### src/rtl/pulse_meter_pkg.sv
// Shared definitions for the pulse width meter: FSM state encodings and prescaler sizing.
package pulse_meter_pkg;

    typedef logic [2:0] state_t;

    localparam state_t StIdle     = 3'd0;
    localparam state_t StWaitLow  = 3'd1;
    localparam state_t StWaitHigh = 3'd2;
    localparam state_t StMeasure  = 3'd3;
    localparam state_t StHold     = 3'd4;

    // Prescaler counter width; never narrower than one bit.
    function automatic int unsigned presc_width(input int unsigned freq_mhz);
        return (freq_mhz > 1) ? $clog2(freq_mhz) : 1;
    endfunction

endpackage

### src/rtl/us_tick_gen.sv
// Microsecond tick generator: one-cycle tick every FREQ_MHZ clocks while run is high.
module us_tick_gen
    import pulse_meter_pkg::*;
#(
    parameter int unsigned FREQ_MHZ = 50
) (
    input  logic clk,
    input  logic rst,
    input  logic clear,
    input  logic run,
    output logic tick
);

    localparam int unsigned CntW = presc_width(FREQ_MHZ);
    localparam logic [CntW-1:0] CntMax = CntW'(FREQ_MHZ - 1);

    logic [CntW-1:0] r_cnt;

    assign tick = run && (r_cnt == CntMax);

    always_ff @(posedge clk or posedge rst) begin
        if (rst) begin
            r_cnt <= '0;
        end else if (clear) begin
            r_cnt <= '0;
        end else if (run) begin
            r_cnt <= tick ? '0 : r_cnt + CntW'(1);
        end
    end

endmodule

### src/rtl/pulse_meter.sv
// Measures pulse high-time in whole microseconds, handed out over valid/ready.
// Optional macro PULSE_METER_GLITCH_FILTER_EN adds a 4-cycle stability filter on the input.
module pulse_meter
    import pulse_meter_pkg::*;
#(
    parameter int unsigned FREQ_MHZ   = 50,
    parameter int unsigned WIDTH_BITS = 16,
    parameter int unsigned TIMEOUT_US = 30000
) (
    input  logic                  clk,
    input  logic                  rst,
    input  logic                  enable,
    input  logic                  pulse_in,
    output logic [WIDTH_BITS-1:0] width_us,
    output logic                  timeout,
    output logic                  result_valid,
    input  logic                  result_ready,
    output logic                  busy
);

    localparam logic [WIDTH_BITS-1:0] TimeoutVal = WIDTH_BITS'(TIMEOUT_US);

    logic                  r_sync1;
    logic                  r_sync2;
    logic                  r_p_s;
    logic                  r_p_s_d;
    state_t                r_state;
    logic [WIDTH_BITS-1:0] r_count;
    logic [WIDTH_BITS-1:0] r_width;
    logic                  r_timeout;
    logic                  r_valid;

    logic w_rise;
    logic w_fall;
    logic w_run;
    logic w_tick;

    always_ff @(posedge clk or posedge rst) begin
        if (rst) begin
            r_sync1 <= 1'b0;
            r_sync2 <= 1'b0;
            r_p_s_d <= 1'b0;
        end else begin
            r_sync1 <= pulse_in;
            r_sync2 <= r_sync1;
            r_p_s_d <= r_p_s;
        end
    end

`ifdef PULSE_METER_GLITCH_FILTER_EN
    logic [3:0] r_hist;

    // p_s only follows a level seen on the synced input for four consecutive cycles.
    always_ff @(posedge clk or posedge rst) begin
        if (rst) begin
            r_hist <= 4'b0000;
            r_p_s  <= 1'b0;
        end else begin
            r_hist <= {r_hist[2:0], r_sync2};
            if (r_hist == 4'b1111) begin
                r_p_s <= 1'b1;
            end else if (r_hist == 4'b0000) begin
                r_p_s <= 1'b0;
            end
        end
    end
`else
    always_ff @(posedge clk or posedge rst) begin
        if (rst) begin
            r_p_s <= 1'b0;
        end else begin
            r_p_s <= r_sync2;
        end
    end
`endif

    assign w_rise = r_p_s & ~r_p_s_d;
    assign w_fall = ~r_p_s & r_p_s_d;
    assign w_run  = (r_state == StMeasure);

    // Held clear outside MEASURE, so the first MEASURE cycle starts from zero.
    us_tick_gen #(
        .FREQ_MHZ(FREQ_MHZ)
    ) u_tick (
        .clk  (clk),
        .rst  (rst),
        .clear(~w_run),
        .run  (w_run),
        .tick (w_tick)
    );

    always_ff @(posedge clk or posedge rst) begin
        if (rst) begin
            r_count <= '0;
        end else if (!w_run) begin
            r_count <= '0;
        end else if (w_tick && (r_count != TimeoutVal)) begin
            r_count <= r_count + WIDTH_BITS'(1);
        end
    end

    always_ff @(posedge clk or posedge rst) begin
        if (rst) begin
            r_state   <= StIdle;
            r_width   <= '0;
            r_timeout <= 1'b0;
            r_valid   <= 1'b0;
        end else begin
            case (r_state)
                StIdle: begin
                    if (enable) r_state <= StWaitLow;
                end
                StWaitLow: begin
                    if (!enable) r_state <= StIdle;
                    else if (!r_p_s) r_state <= StWaitHigh;
                end
                StWaitHigh: begin
                    if (!enable) r_state <= StIdle;
                    else if (w_rise) r_state <= StMeasure;
                end
                StMeasure: begin
                    // Abort beats timeout, and timeout beats a coincident fall.
                    if (!enable) begin
                        r_state <= StIdle;
                    end else if (r_count == TimeoutVal) begin
                        r_width   <= TimeoutVal;
                        r_timeout <= 1'b1;
                        r_valid   <= 1'b1;
                        r_state   <= StHold;
                    end else if (w_fall) begin
                        r_width   <= r_count + {{(WIDTH_BITS-1){1'b0}}, w_tick};
                        r_timeout <= 1'b0;
                        r_valid   <= 1'b1;
                        r_state   <= StHold;
                    end
                end
                StHold: begin
                    if (result_ready) begin
                        r_valid   <= 1'b0;
                        r_width   <= '0;
                        r_timeout <= 1'b0;
                        r_state   <= enable ? StWaitLow : StIdle;
                    end
                end
                default: r_state <= StIdle;
            endcase
        end
    end

    assign width_us     = r_width;
    assign timeout      = r_timeout;
    assign result_valid = r_valid;
    assign busy         = w_run;

endmodule

### config.mk
export PLATFORM = sky130hd
export DESIGN_NAME = pulse_meter
export DESIGN_NICKNAME = d
export VERILOG_FILES = /design/src/rtl/pulse_meter_pkg.sv /design/src/rtl/us_tick_gen.sv /design/src/rtl/pulse_meter.sv
export SDC_FILE = /design/constraint.sdc
export NUM_CORES = 1
export LEC_CHECK = 0
export BUFFER_PORTS_ARGS = -buffer_cell sky130_fd_sc_hd__buf_2
export CAP_MARGIN = 40
export CORE_MARGIN = 2
export CORE_UTILIZATION = 62
export CTS_BUF_LIST = sky130_fd_sc_hd__clkbuf_4 sky130_fd_sc_hd__clkbuf_8
export DETAILED_ROUTE_END_ITERATION = 10
export GPL_TIMING_DRIVEN = 0
export PLACE_DENSITY = 0.83
export SLEW_MARGIN = 20
export SYNTH_ARGS = -nofsm -noshare
export SYNTH_HDL_FRONTEND = slang
export SYNTH_SLANG_ARGS = --single-unit
### constraint.sdc
create_clock -name clk -period 4.71 [get_ports clk]
set_input_delay 0.7065 -clock clk [delete_from_list [all_inputs] [get_ports clk]]
set_output_delay 0.7065 -clock clk [all_outputs]
set_load 0.005 [all_outputs]
==> flow_summary_export.csv <==
group,metric,value,unit
status,status,"complete, no violations",
die,die_w,66.6,um
setup_path,crit_arrival,2720,ps
place,hpwl,3480,um
synth,synth.avg_cell_area,9.39,um^2
synth,synth.most_common_cell,"dfrtp_1",
global_route,antenna_found_initial,0,
global_route,grt_max_degree,25,
place,gp_congestion,0.937,
synth,syn_area,0.00243,mm^2
synth,synth_cell_type_count,38,
clocking,clkLatencyLatePin,300,ps
layout,postLayoutCoreUtil,73.7,%
route,num_vias,1913,
global_route,gr-total-overflow,0,
clocking,cts_resized,0,
layout,drive_gt1_share,13.4,%
synth,synthTopCellsByArea,"dfrtp_1 48%, xnor2_1 6.1%, xor2_1 6.1%, nor2_1 5.2%, nand2_1 5.1%",
global_route,grt_pass1_wl,8380,um
layout,syn_to_final_growth,12.6,%
die,die-area,0.00444,mm^2
sta,fin_crit,2510,ps
route,dr.pass1.iters,4,
route,drtIter0Drc,164,
sta,rsz0062_at_grt,"false",
sta,finalMaxSlewViolations,0,
sta,timing.slew.headroom,42.5,%
route,wl,4950,um
setup_path,critical_path_peak_fanout,10,
synth,synthCells,259,
route,vias_per_cell,5.64,
setup_path,critPathBufInv,1,
die,pin_count,24,
synth,ys_seq_area_share,48.4,%
global_route,grt_pass1_vias,1838,
die,core-area,0.00372,mm^2
route,drc_errors,0,
setup_path,critPathCaptureType,"flip-flop",
hold_path,hp-class,"reg -> reg",
clocking,cts_tree,"yes",
die,die_y,66.6,um
sta,setup_viol,0,
sta,worst_pin_slew,854,ps
layout,instances_no_fill,339,
global_route,track_usage,25.3,%
synth,netlist.area_leader.share,48.4,%
clocking,path_clk_slew,90,ps
place,dp.cells,331,
sta,finClkSkew,9.94,ps
setup_path,worst-r2r-cell-count,8,
sta,finalSetupTns,0,ps
setup_path,required,4920,ps
run,maxCapViolCount,0,
synth,synth.net_count,270,
power,cellPowerDensity,321,mW/mm^2
setup_path,critPathMaxStageDelay,420,ps
clocking,cts_setup_buffers,0,
clocking,cts_hold_buf,0,
clocking,cts_buffer_depth,2,
route,wire_per_inst,14.6,um
setup_path,path_delay_family,"simple AND/OR/NAND/NOR gates",
sta,hold_ws,356,ps
setup_path,path_cells,"clkbuf_1 -> nand3b_1 -> nor3_1 -> ha_1 -> nand3_1 -> nor4_1 -> xnor2_1 -> o31ai_1",
route,ant_nets,0,
synth,async_flop_share,100,%
hold_path,hold_depth,0,
clocking,cts_max_level,2,
synth,ys_warn_count,0,
layout,final.fill_count,281,
layout,final_nets,301,
synth,yosys-top-cells-count,"47 x dfrtp_1, 34 x nor2_1, 33 x nand2_1",
place,port-buffer-count,23,
setup_path,path_class,"reg -> reg",
clocking,clock-sinks,47,
die,rows,22,
power,ir_drop,217,uV
layout,n_antenna_cell,0,
synth,synth_edf_count,0,
sta,hold_viol,0,
setup_path,cp_slowest_cell,"nand3b_1",
die,initial_utilization,65.4,%
synth,ys_seq_elements,47,
clocking,cts-buffers-inserted,5,
clocking,clock_tree.root_cell,"clkbuf_8",
setup_path,crit_cells,8,
synth,yosysTopAreaCell,"dfrtp_1",
setup_path,critPathLaunchType,"flip-flop",
power,power_leakage,0.00119,uW
sta,fin_crit_sh,53.3,%
sta,max_freq,0.398,GHz
synth,ys.flop_type,"dfrtp_1",
==> sequential cells by signal (all words and copies together) (netlist names) <==
register	cells
r_count	16
r_p_s	1
r_p_s_d	1
r_state	3
r_sync1	1
r_sync2	1
result_valid	1
timeout	1
u_tick.r_cnt	6
width_us	16
==> routing by layer <==
layer / track usage [%] / wire (um) / vias to the layer above
met1: 33.0 / 2300 / 915
met2: 42.0 / 2310 / 48
met5: 0 / 0 / -
li1: - / - / 939
met4: 9.69 / 117 / 0
met3: 4.22 / 229 / 11
==> stage by stage <==
step | area [um^2] | total power (uW) | setup slack, ps
after global routing | 2740 | 924 | 1850
after CTS | 2740 | 880 | 2210
after detailed placement | 2630 | 617 | 2230
final | 2740 | 879 | 2200
after global placement | 2610 | 607 | 2290
after floorplan | 2430 | 567 | 2690
==> placed cells by master (no fill, tap or decap), drive strengths merged, types with 3 or more instances in the layout <==
| master | n |
|---|---|
| a21oi | 4 |
| dfrtp | 47 |
| nand3 | 10 |
| xor2 | 17 |
| nor3 | 6 |
| nand4 | 7 |
| and2 | 3 |
| o31ai | 16 |
| ha | 6 |
| clkbuf | 19 |
| nor4 | 4 |
| o21ai | 4 |
| and3 | 3 |
| inv | 8 |
| xnor2 | 17 |
| buf | 31 |
| nand2 | 33 |
| nor2 | 34 |
==> kinds of logic (layout without fill, tap and decap cells) <==
group,count (synthesis),count (layout),synth area share [%]
compound gates,30,30,8.60
buf+inv,26,58,4.43
flops,47,47,48.4
fa+ha+maj,6,6,3.09
xor+xnor,34,34,12.2
mux,1,1,0.412
simple gates,115,115,22.9
==> power breakdown <==
part | switching, uW | internal, uW
Combinational | 117 | 56.9
Sequential | 11.9 | 424
Clock | 130 | 140
Total | 258 | 620
==> path summary, 6_finish.rpt <==
check	start	slack, ps	end
worst max-delay path	r_state[1]	2200	width_us[14]
worst min-delay path	r_sync2	360	r_p_s
worst max register to register	r_state[1]	2200	width_us[14]
worst min register to register	r_sync2	360	r_p_s
max in group asynchronous	rst	3770	width_us[12]
min in group asynchronous	rst	430	u_tick.r_cnt[4]
==> worst reg2reg max path, cell delays in order, from the launching register on <==
cell      delay, ps
dfrtp_1         330
clkbuf_1        230
nand3b_1        420
nor3_1          380
ha_1            240
nand3_1         190
nor4_1          290
xnor2_1         130
o31ai_1         190
==> final cells by class <==
type                       count  area, um^2  share of cell area (%)
sequential                    47        1180                    43.0
multi-input combinational    186        1150                    41.9
timing repair buffer          24         143                    5.21
clock buffer                   8         104                    3.79
buffer                        18        77.6                    2.83
tap                           48        60.1                    2.19
inverter                       8        30.0                    1.10
Power figures use the tool's default switching activity.
